<file path="src/rtl/mdr_mem_ctrl_if.sv">
// RAM-side bus of the MDR memory controller: registered address, write data and strobes out,
// read data back from the RAM.
interface mdr_mem_ctrl_if;
    logic [8:0]  mem_addr;
    logic [31:0] mem_wdata;
    logic [31:0] mem_rdata;
    logic        mem_re;
    logic        mem_we;

    modport master (
        output mem_addr,
        output mem_wdata,
        output mem_re,
        output mem_we,
        input  mem_rdata
    );

    modport slave (
        input  mem_addr,
        input  mem_wdata,
        input  mem_re,
        input  mem_we,
        output mem_rdata
    );
endinterface

</file>
<file path="src/rtl/mdr_mem_ctrl.sv">
// MDR and single-word RAM access sequencer (IDLE -> ACCESS -> DONE).
// Define MEM_RANGE_CHK_EN to fault requests whose address is at or beyond MEM_DEPTH.
module mdr_mem_ctrl #(
    parameter int          WAIT_STATES = 1,
    parameter int          MEM_DEPTH   = 512,
    parameter logic [31:0] MDR_INIT    = 32'h0
) (
    input  logic                  clk,
    input  logic                  clr,
    input  logic [8:0]            mar_addr,
    input  logic [31:0]           bus_in,
    input  logic                  mdr_in,
    input  logic                  read,
    input  logic                  write,
    mdr_mem_ctrl_if.master        mem,
    output logic [31:0]           mdr_out,
    output logic                  busy,
    output logic                  done,
    output logic                  fault
);

    typedef enum logic [1:0] {
        IDLE,
        ACCESS,
        DONE
    } state_t;

    state_t      state, state_next;
    logic [2:0]  cnt, cnt_next;
    logic [31:0] mdr_q, mdr_next;
    logic [8:0]  addr_q, addr_next;
    logic [31:0] wdata_q, wdata_next;
    logic        re_q, re_next;
    logic        we_q, we_next;
    logic        fault_q, fault_next;
    logic        out_of_range;

`ifdef MEM_RANGE_CHK_EN
    localparam bit RANGE_CHK = 1'b1;
`else
    localparam bit RANGE_CHK = 1'b0;
`endif

    // Widened compare so a depth of 512 never truncates to zero.
    assign out_of_range = RANGE_CHK && ({1'b0, mar_addr} >= 10'(MEM_DEPTH));

    always_ff @(posedge clk) begin
        if (clr) begin
            state   <= IDLE;
            cnt     <= 3'd0;
            mdr_q   <= MDR_INIT;
            addr_q  <= 9'd0;
            wdata_q <= 32'd0;
            re_q    <= 1'b0;
            we_q    <= 1'b0;
            fault_q <= 1'b0;
        end else begin
            state   <= state_next;
            cnt     <= cnt_next;
            mdr_q   <= mdr_next;
            addr_q  <= addr_next;
            wdata_q <= wdata_next;
            re_q    <= re_next;
            we_q    <= we_next;
            fault_q <= fault_next;
        end
    end

    always_comb begin
        state_next = state;
        cnt_next   = cnt;
        mdr_next   = mdr_q;
        addr_next  = addr_q;
        wdata_next = wdata_q;
        re_next    = re_q;
        we_next    = 1'b0;
        fault_next = 1'b0;

        case (state)
            IDLE: begin
                if (read || write) begin
                    if (out_of_range) begin
                        state_next = DONE;
                        fault_next = 1'b1;
                    end else begin
                        state_next = ACCESS;
                        addr_next  = mar_addr;
                        cnt_next   = 3'(WAIT_STATES);
                        if (read) begin
                            re_next = 1'b1;
                        end else begin
                            we_next    = 1'b1;
                            wdata_next = mdr_q;
                        end
                    end
                end else if (mdr_in) begin
                    mdr_next = bus_in;
                end
            end
            ACCESS: begin
                // re_q stays high for the whole access only when the access is a read.
                if (cnt == 3'd0) begin
                    state_next = DONE;
                    re_next    = 1'b0;
                    if (re_q) begin
                        mdr_next = mem.mem_rdata;
                    end
                end else begin
                    cnt_next = cnt - 3'd1;
                end
            end
            DONE: begin
                state_next = IDLE;
            end
            default: begin
                state_next = IDLE;
            end
        endcase
    end

    assign mem.mem_addr  = addr_q;
    assign mem.mem_wdata = wdata_q;
    assign mem.mem_re    = re_q;
    assign mem.mem_we    = we_q;
    assign mdr_out       = mdr_q;
    assign busy          = (state == ACCESS);
    assign done          = (state == DONE);
    assign fault         = fault_q;

endmodule

</file>
<file path="src/flat_wrapper.sv">
// flat-port wrapper written by rule: the top's interface ports become plain ports
module mdr_mem_ctrl_flat 
#(
    parameter int          WAIT_STATES = 1,
    parameter int          MEM_DEPTH   = 512,
    parameter logic [31:0] MDR_INIT    = 32'h0
)
  (clk, clr, mar_addr, bus_in, mdr_in, read, write, mdr_out, busy, done, fault, mem_mem_addr, mem_mem_wdata, mem_mem_re, mem_mem_we, mem_mem_rdata);
  mdr_mem_ctrl_if mem_i ();
  input  logic clk;
  input  logic clr;
  input  logic [8:0] mar_addr;
  input  logic [31:0] bus_in;
  input  logic mdr_in;
  input  logic read;
  input  logic write;
  output logic [31:0] mdr_out;
  output logic busy;
  output logic done;
  output logic fault;
  output wire logic [$bits(mem_i.mem_addr)-1:0] mem_mem_addr;
  output wire logic [$bits(mem_i.mem_wdata)-1:0] mem_mem_wdata;
  output wire logic [$bits(mem_i.mem_re)-1:0] mem_mem_re;
  output wire logic [$bits(mem_i.mem_we)-1:0] mem_mem_we;
  input wire logic [$bits(mem_i.mem_rdata)-1:0] mem_mem_rdata;
  assign mem_mem_addr = mem_i.mem_addr;
  assign mem_mem_wdata = mem_i.mem_wdata;
  assign mem_mem_re = mem_i.mem_re;
  assign mem_mem_we = mem_i.mem_we;
  assign mem_i.mem_rdata = mem_mem_rdata;
  mdr_mem_ctrl #(.WAIT_STATES(WAIT_STATES), .MEM_DEPTH(MEM_DEPTH), .MDR_INIT(MDR_INIT)) u_core (.clk(clk), .clr(clr), .mar_addr(mar_addr), .bus_in(bus_in), .mdr_in(mdr_in), .read(read), .write(write), .mem(mem_i), .mdr_out(mdr_out), .busy(busy), .done(done), .fault(fault));
endmodule
</file>
<file path="config.mk">
export PLATFORM = sky130hd
export DESIGN_NAME = mdr_mem_ctrl_flat
export DESIGN_NICKNAME = d
export VERILOG_FILES = /design/src/rtl/mdr_mem_ctrl_if.sv /design/src/rtl/mdr_mem_ctrl.sv /design/src/flat_wrapper.sv
export SDC_FILE = /design/constraint.sdc
export NUM_CORES = 1
export LEC_CHECK = 0
export CAP_MARGIN = 20
export CORE_ASPECT_RATIO = 0.9
export CORE_MARGIN = 10
export CORE_UTILIZATION = 45
export DETAILED_ROUTE_END_ITERATION = 10
export PLACE_DENSITY_LB_ADDON = 0.3
export SLEW_MARGIN = 20
export SYNTH_ARGS = -nofsm -noshare
export SYNTH_HDL_FRONTEND = slang
export SYNTH_SLANG_ARGS = --single-unit
export TNS_END_PERCENT = 100
</file>
<file path="constraint.sdc">
create_clock -name clk -period 3.6 [get_ports clk]
set_input_delay 0.9 -clock clk [delete_from_list [all_inputs] [get_ports clk]]
set_output_delay 0.9 -clock clk [all_outputs]
set_load 0.03 [all_outputs]
</file>
==> results.json, run 1 <==
{
  "syn_area_mm2": 0.003608,
  "place_ws_ps": 643.9,
  "ys_types": 33,
  "timing.rr.start": "u_core.state[1]",
  "final_util_pct": 69.87,
  "vias": 3694,
  "wl_per_cell_um": 19.24,
  "yosysMostFrequentCell": "nand2_1",
  "slew_headroom_pct": 33.24,
  "port_buffers": 154,
  "layout_worst_path_cycle_share_pct": 77.49,
  "area_delta_synth_final_pct": 48.27,
  "ys_ff_latch": 80,
  "p_seq_share_pct": 41.6,
  "hold_path.class": "reg -> reg",
  "power_switching_uw": 758.3,
  "slew_violations": 0,
  "synth_edf_count": 0,
  "drtAntennaViolNets": 0,
  "layout_min_cycle_time_ps": 2790,
  "post_cts.repair.setup_buffers": 0,
  "grt_pass1_wl_mm": 19.60,
  "cts-buffers-inserted": 9,
  "place_congestion": 0.7714,
  "root_buffer": "clkbuf_8",
  "worst_slack_ps": 810.4,
  "p_clk_share_pct": 29.4,
  "place_area_mm2": 0.005142,
  "syn_area_per_cell_um2": 8.716,
  "tritoncts": "done",
  "antenna_found_initial": 0,
  "synth_top_area_share_pct": 44.38,
  "initialDrtViolationCount": 218,
  "cts_resized": 0,
  "synthArstFlopShare_pct": 0,
  "cp-startpoint": "u_core.state[0]",
  "ir_worst_vdd_uv": 326.3,
  "status": "finished, final reports clean",
  "critPathLaunchType": "register",
  "skew_ps": 4.900,
  "power.leakage_nw": 1.813,
  "fin_hold_ws_ps": 459.3,
  "ys.flop_type": "dfxtp_1",
  "end_kind": "output port",
  "fmax_mhz": 358.5,
  "route.detailed.drc": 0,
  "cts_sinks": 80,
  "n_antenna_cell": 0,
  "worstMarginPinSlew_ps": 1001,
  "yosysTopAreaCell": "dfxtp_1",
  "p_per_area_mw_per_mm2": 447.5,
  "drt_wl_total_mm": 12.37,
  "cts_hold_buf": 0,
  "num-nets-final": 624,
  "via_per_inst": 5.745,
  "worst-setup-path-type": "reg -> out",
  "p_comb_share_pct": 29.0,
  "reg2reg_slack_ps": 1640,
  "cap_violations": 0,
  "swShare_pct": 31.67,
  "min_from": "u_core.mem.mem_wdata[19]",
  "grt_max_degree": 81,
  "ys_warn_count": 0,
  "clk_pin_slew_worst_paths_ps": 80,
  "cp.required_ps": 2700,
  "die_h_um": 105.0,
  "crit_arrival_ps": 1890,
  "die-area_mm2": 0.01201,
  "syn_nets": 494,
  "core_mm2": 0.007657,
  "postLayoutCellArea_mm2": 0.005350,
  "syn_inst": 414,
  "setup_viol": 0,
  "clockBufferDepth": 2,
  "cp_max_fo": 9,
  "gr-total-overflow": 0,
  "chipWidth_um": 114.4,
  "grt.total_usage_pct": 19.80,
  "io_pins": 156,
  "first_pass_iters": 5,
  "setup_tns_ps": 0,
  "first_global_vias": 3647,
  "finalHoldViolCount": 0,
  "drive_above_1_share_pct": 11.52,
  "yosys-top-cells-count": "nand2_1 (128), dfxtp_1 (80), a21oi_1 (43)",
  "start_util_pct": 47.12,
  "fillCellCount": 638,
  "rsz0062_at_grt": "false",
  "rows": 30,
  "synth_area_leaders": "dfxtp_1 (44%), nand2_1 (13%), a311oi_2 (12%)",
  "htreeDepth": 3,
  "hpwl_mm": 8.783,
  "power.internal_mw": 1.636,
  "ys_seq_area_share_pct": 44.38,
  "clk_latency_ps": 330
}
## layer usage
| metal | wire (um) | global-route usage (%) | vias to the layer above |
|---|---|---|---|
| met5 | 0 | 0 | - |
| met4 | 135 | 5.009 | 0 |
| met3 | 1077 | 6.918 | 10 |
| met2 | 6142 | 32.86 | 177 |
| met1 | 5015 | 23.65 | 1766 |
| li1 | - | - | 1741 |
## cells in the final DEF (no fill, tap or decap), drive strengths merged
master,n
nand2,128
nor2,4
and4bb,1
dfxtp,80
or3,1
o21ai,11
nor4b,1
a311oi,32
ha,2
bufinv,2
or4b,1
inv,4
clkinv,2
nor2b,4
buf,12
nand2b,2
conb,1
clkdlybuf4s50,153
nor3,3
or2,2
a22o,1
clkbuf,10
nand3,9
o21bai,1
a22oi,1
a221oi,33
a21oi,43
or4,1
o221ai,1
a211oi,1
## metrics by stage
step,std cells,power (mW)
after floorplan,414,1.431
after global placement,629,1.696
after detailed placement,629,1.709
after CTS,643,2.407
after global routing,643,2.505
final,643,2.394
## sequential cells by signal, summed over array words and instances, names as in the netlist
signal and cells:
u_core.cnt 3, u_core.mdr_out 32, u_core.mem.mem_addr 9, u_core.mem.mem_re 1, u_core.mem.mem_wdata 32, u_core.mem.mem_we 1, u_core.state 2
## cell type report
type                    count  area, um^2  share of cell area [%]
clock buffers              10       137.6                   2.572
clock inverters             4       70.07                   1.310
inverters                   4       15.01                  0.2806
multi-input cells         284        1784                   33.35
flip-flops and latches     80        1602                   29.93
well taps                  96       120.1                   2.245
repair buffers            165        1622                   30.31
## worst paths after layout
check / to / cells past startpoint
min: u_core.mem.mem_wdata[19] / 2
max reg2reg: u_core.mem.mem_wdata[21] / 4
max: busy / 3
min reg2reg: u_core.mem.mem_wdata[19] / 2
## cells by family after synthesis
family	share of synthesized area, %
and+or+nand+nor	18.34
AOI/OAI and AO/OA	29.82
DFF	44.38
buffers and inverters	6.657
adders and majority gates	0.6934
other	0.1039
## worst max-delay path: stages, from the launching register on
cell             delay [ps]
dfxtp_1                 600
nand2b_1                170
inv_2                   110
clkdlybuf4s50_1         680
## power groups by stage
stage / logic [mW] / registers [mW] / clock network (mW)
5_1_grt: 0.742 / 1.00 / 0.758
2_1_floorplan: 0.320 / 1.11 / 0
3_5_place_dp: 0.693 / 1.02 / 0
6_report: 0.693 / 0.997 / 0.704
3_3_place_gp: 0.683 / 1.01 / 0
4_1_cts: 0.696 / 0.996 / 0.715
Power figures use the tool's default switching activity.
==> run 2: changes to the inputs <==
- CORE_UTILIZATION: 45 -> 38
- clock period: 3.6 -> 2.52 ns (I/O delays scaled with it)
==> run 2 against run 1 <==
  * Hold slack got worse by 1.9 ps
  * Non-clock buffer count increased by 6
  * Sequential cell count unchanged
  * Clock power increased by 49%
  * Largest cell class unchanged
==> results.json, run 2 (synthesis gave the netlist of run 1 again) <==
{
  "drt_wl_total_mm": 12.70,
  "vias": 3677,
  "initialDrtViolationCount": 291,
  "cap_violations": 0,
  "rows": 33,
  "end_kind": "output port",
  "hpwl_mm": 9.157,
  "grt.total_usage_pct": 17.93,
  "place_congestion": 0.7907,
  "io_pins": 156,
  "first_pass_iters": 4,
  "port_buffers": 154,
  "cp_max_fo": 10,
  "place_area_mm2": 0.005230,
  "status": "finished, final reports clean",
  "chipWidth_um": 122.7,
  "fillCellCount": 855,
  "grt_pass1_wl_mm": 20.09,
  "root_buffer": "clkbuf_8",
  "ir_worst_vdd_uv": 317.7,
  "layout_worst_path_cycle_share_pct": 92.00,
  "postLayoutCellArea_mm2": 0.005458,
  "fmax_mhz": 431.4,
  "p_comb_share_pct": 29.0,
  "power.internal_mw": 2.386,
  "die_h_um": 112.4,
  "p_clk_share_pct": 30.1,
  "finalHoldViolCount": 0,
  "cts-buffers-inserted": 9,
  "htreeDepth": 3,
  "fin_hold_ws_ps": 457.4,
  "clk_pin_slew_worst_paths_ps": 80,
  "slew_violations": 0,
  "cts_sinks": 80,
  "reg2reg_slack_ps": 570,
  "final_util_pct": 59.27,
  "gr-total-overflow": 0,
  "finalPower_mw": 3.492,
  "clockBufferDepth": 2,
  "wl_per_cell_um": 18.78,
  "critPathLaunchType": "register",
  "worstMarginPinSlew_ps": 584.2,
  "final_common_cell": "clkdlybuf4s50_1",
  "skew_ps": 6.035,
  "first_global_vias": 3827,
  "p_per_area_mw_per_mm2": 639.8,
  "setup_viol": 0,
  "start_util_pct": 39.19,
  "grt_max_degree": 40,
  "num-nets-final": 630,
  "via_per_inst": 5.439,
  "final_cell_mix": "clkdlybuf4s50_1 (151), nand2_1 (128), dfxtp_1 (79), a21oi_1 (43), a221oi_1 (33)",
  "drive_above_1_share_pct": 13.18,
  "rsz0062_at_grt": "false",
  "tritoncts": "done",
  "core_mm2": 0.009208,
  "area_delta_synth_final_pct": 51.25,
  "cp.required_ps": 1890,
  "setup_tns_ps": 0,
  "power.leakage_nw": 1.856,
  "layout_min_cycle_time_ps": 2318,
  "worst-setup-path-type": "reg -> out",
  "slew_headroom_pct": 60.91,
  "clk_latency_ps": 350,
  "power_switching_mw": 1.105,
  "crit_arrival_ps": 1690,
  "antenna_found_initial": 0,
  "n_antenna_cell": 0,
  "swShare_pct": 31.65,
  "die-area_mm2": 0.01380,
  "p_seq_share_pct": 41.0,
  "route.detailed.drc": 0,
  "drtAntennaViolNets": 0,
  "hold_path.class": "reg -> reg"
}
[run 2: final cells by class]
cell class                      count  area (um^2)  area share (%)
Multi-Input combinational cell    284         1792           32.83
Inverter                            4        16.27          0.2980
Sequential cell                    80         1603           29.37
Clock buffer                       12        155.1           2.843
Clock inverter                      3        65.06           1.192
Timing Repair Buffer              171         1674           30.67
Tap cell                          122        152.6           2.797
[run 2: per-layer routing]
layer  wire (um)  GRT usage (%)
met5           0              0
met4         180          6.436
met3        1448          7.565
met2        5947          29.04
met1        5120          20.60
[run 2: timing repair]
action	CTS	global route
hold buffers	0	0
resized for setup	0	3
buffers inserted	0	0
endpoints found under the setup margin	0	2
[run 2: metrics by stage]
stage | setup WS [ps] | instances
2_1_floorplan | 851.0 | 414
3_3_place_gp | 299.7 | 661
3_5_place_dp | 213.5 | 661
4_1_cts | 9.774 | 676
5_1_grt | 114.9 | 676
6_report | 201.7 | 676
[run 2: path summary, 6_finish.rpt]
kind / start / to / depth (start not counted)
max reg2reg: u_core.state[0] / u_core.cnt[2] / 4
min: u_core.mem.mem_wdata[23] / u_core.mem.mem_wdata[23] / 2
min reg2reg: u_core.mem.mem_wdata[23] / u_core.mem.mem_wdata[23] / 2
max: u_core.state[1] / done / 2
[run 2: critical path, stage by stage, from the launching register on]
cell,delay [ps]
dfxtp_2,460
nor2b_1,190
clkdlybuf4s50_1,690
[run 2: power by group through the flow]
stage	registers [mW]	logic [mW]	clock network, mW
after floorplan	1.59	0.457	0
after global placement	1.46	0.994	0
after detailed placement	1.46	1.01	0
after CTS	1.43	1.01	1.07
after global routing	1.44	1.08	1.13
final	1.43	1.01	1.05
==> run 3: changes to the inputs <==
- ABC_AREA: not set -> 1
==> run 3 against run 2 <==
  * Synthesized area decreased by 2.2%
  * Power rose by 2.1%
  * First-iteration DRC count is 39% lower
  * Hold slack improved by 7.6 ps
  * Sequential share of layout area grew 0.74 points
  * Die area fell by 1.8%
  * Combinational power increased by 22%
  * Register-to-register slack better by 260 ps
  * Critical endpoint unchanged
==> results.json, run 3 <==
{
  "end_kind": "output port",
  "clockBufferDepth": 2,
  "setup_tns_ps": 0,
  "slowest_stage": "clkdlybuf4s50_1",
  "layout_worst_path_cycle_share_pct": 88.31,
  "post_cts.repair.setup_buffers": 0,
  "p_per_area_mw_per_mm2": 670.4,
  "clk_pin_slew_worst_paths_ps": 80,
  "synth_edf_count": 0,
  "hold_path.class": "reg -> reg",
  "drtAntennaViolNets": 0,
  "place_area_mm2": 0.005144,
  "ys_warn_count": 0,
  "ys_seq_area_share_pct": 45.39,
  "syn_area_mm2": 0.003528,
  "first_pass_iters": 4,
  "critical_path.cell_chain": "inv_1 > nor2_1 > clkdlybuf4s50_1",
  "ys_ff_latch": 80,
  "status": "finished, final reports clean",
  "grt_pass1_wl_mm": 17.96,
  "path_delay_family": "buffers and inverters",
  "grt.total_usage_pct": 16.38,
  "crit_arrival_ps": 1600,
  "die-area_mm2": 0.01354,
  "area_delta_synth_final_pct": 50.74,
  "grt_max_degree": 38,
  "final_util_pct": 58.55,
  "yosysTopAreaCell": "dfxtp_1",
  "cp.required_ps": 1890,
  "vias": 3672,
  "critical_path.max_stage_delay_ps": 690,
  "syn_area_per_cell_um2": 6.607,
  "postLayoutCellArea_mm2": 0.005319,
  "route.detailed.drc": 0,
  "critPathBufInv": 2,
  "fmax_mhz": 449.4,
  "syn_inst": 534,
  "start_util_pct": 38.84,
  "ys_types": 22,
  "dpl.cell_count": 790,
  "htreeDepth": 3,
  "io_pins": 156,
  "rows": 33,
  "skew_ps": 7.877,
  "clk_latency_ps": 340,
  "gr-total-overflow": 0,
  "n_antenna_cell": 0,
  "power.leakage_nw": 2.341,
  "synth_top_area_share_pct": 45.39,
  "cp_max_fo": 3,
  "cts_sinks": 80,
  "drt_wl_total_mm": 11.54,
  "final_common_cell": "nand2_1",
  "syn_nets": 614,
  "worst-setup-path-type": "reg -> out",
  "cts_hold_buf": 0,
  "rsz0062_at_grt": "false",
  "slew_headroom_pct": 58.68,
  "root_buffer": "clkbuf_8",
  "cts-buffers-inserted": 9,
  "final_cells": 806,
  "die_h_um": 111.4,
  "setup_viol": 0,
  "ys.flop_type": "dfxtp_1",
  "worstMarginPinSlew_ps": 618.9,
  "port_buffers": 154,
  "synthArstFlopShare_pct": 0,
  "ir_worst_vdd_uv": 255.1,
  "tritoncts": "done",
  "final_cell_mix": "nand2_1 (200), clkdlybuf4s50_1 (152), nor2_1 (87), dfxtp_1 (80), inv_1 (39)",
  "hpwl_mm": 8.680,
  "antenna_found_initial": 0,
  "layout_min_cycle_time_ps": 2225,
  "place_congestion": 0.7724,
  "chipWidth_um": 121.6,
  "synth_area_leaders": "dfxtp_1 (45%), nand2_1 (21%), nor2_1 (9.3%)",
  "via_per_inst": 4.556,
  "finalHoldViolCount": 0,
  "drive_above_1_share_pct": 5.556,
  "critPathLaunchType": "register",
  "first_global_vias": 3543,
  "initialDrtViolationCount": 177,
  "num-nets-final": 759,
  "cap_violations": 0,
  "slew_violations": 0,
  "yosys-top-cells-count": "nand2_1 (200), nor2_1 (87), dfxtp_1 (80)",
  "wl_per_cell_um": 14.32,
  "core_mm2": 0.009084,
  "cts_resized": 0,
  "yosysMostFrequentCell": "nand2_1",
  "fillCellCount": 876
}
run 3: changes by cell type in the layout (fill, tap and decap cells not counted), moves of 3 or more:
cell	before	now
a221oi_1	33	0
inv_1	3	39
a21oi_1	43	36
nand2_1	128	200
nor2_1	4	87
nor2b_1	3	0
buf_4	19	11
inv_2	0	4
nand2_2	0	3
a311oi_2	30	0
clkinvlp_4	0	4
nand3_1	9	34
run 3: area by class of cell:
cell class                      instances  area, um^2  share of cell area [%]
Inverter                               43       161.4                   3.035
Clock inverter                          4       30.03                  0.5646
Sequential cell                        80        1602                   30.11
Multi-Input combinational cell        379        1579                   29.69
Tap cell                              122       152.6                   2.870
Clock buffer                           12       145.1                   2.729
Timing Repair Buffer                  166        1649                   31.00
run 3: cell families (layout without fill, tap and decap cells):
group | Yosys count | count (layout) | synth area share [%]
AND/OR/NAND/NOR | 328 | 328 | 37.02
flip-flops | 80 | 80 | 45.39
buffers and inverters | 75 | 225 | 9.858
AO/OA/AOI/OAI | 47 | 47 | 6.667
adder cells (fa/ha/maj) | 2 | 2 | 0.7091
other | 1 | 1 | 0.1063
XOR/XNOR | 1 | 1 | 0.2483
run 3: path summary, 6_finish.rpt:
check	startpoint	cells past startpoint	endpoint	slack, ps
hold / removal	u_core.mem.mem_wdata[7]	2	u_core.mem.mem_wdata[7]	470
setup reg to reg	u_core.state[0]	8	u_core.mdr_out[10]	830
hold reg to reg	u_core.mem.mem_wdata[7]	2	u_core.mem.mem_wdata[7]	470
setup / recovery	u_core.state[1]	3	done	290
run 3: per-layer routing:
metal	up-vias	part of all wire, %	global-route usage (%)
met5	-	0	0
met3	8	7.6	5.808
li1	1909	-	-
met1	1663	39	17.26
met4	0	0.84	4.607
met2	92	52	29.82
run 3: worst min-delay path: stages (launching register included):
cell and delay, ps:
dfxtp_1 310, nand2_1 60, a21oi_1 50
run 3: through the flow:
step	worst slack (ps)	hold WS, ps	total power, mW
floorplan	1021	439.2	2.251
global placement	303.0	446.3	2.732
detailed placement	253.2	452.3	2.757
CTS	267.4	468.1	3.607
global route	221.0	478.4	3.779
finish	294.6	465.0	3.566
run 3: power by group:
group,leakage [nW],switching [mW],total (mW),internal [mW]
logic,1.61,0.735,1.23,0.498
registers,0.654,0.0940,1.49,1.39
clock network,0.0748,0.459,0.844,0.386
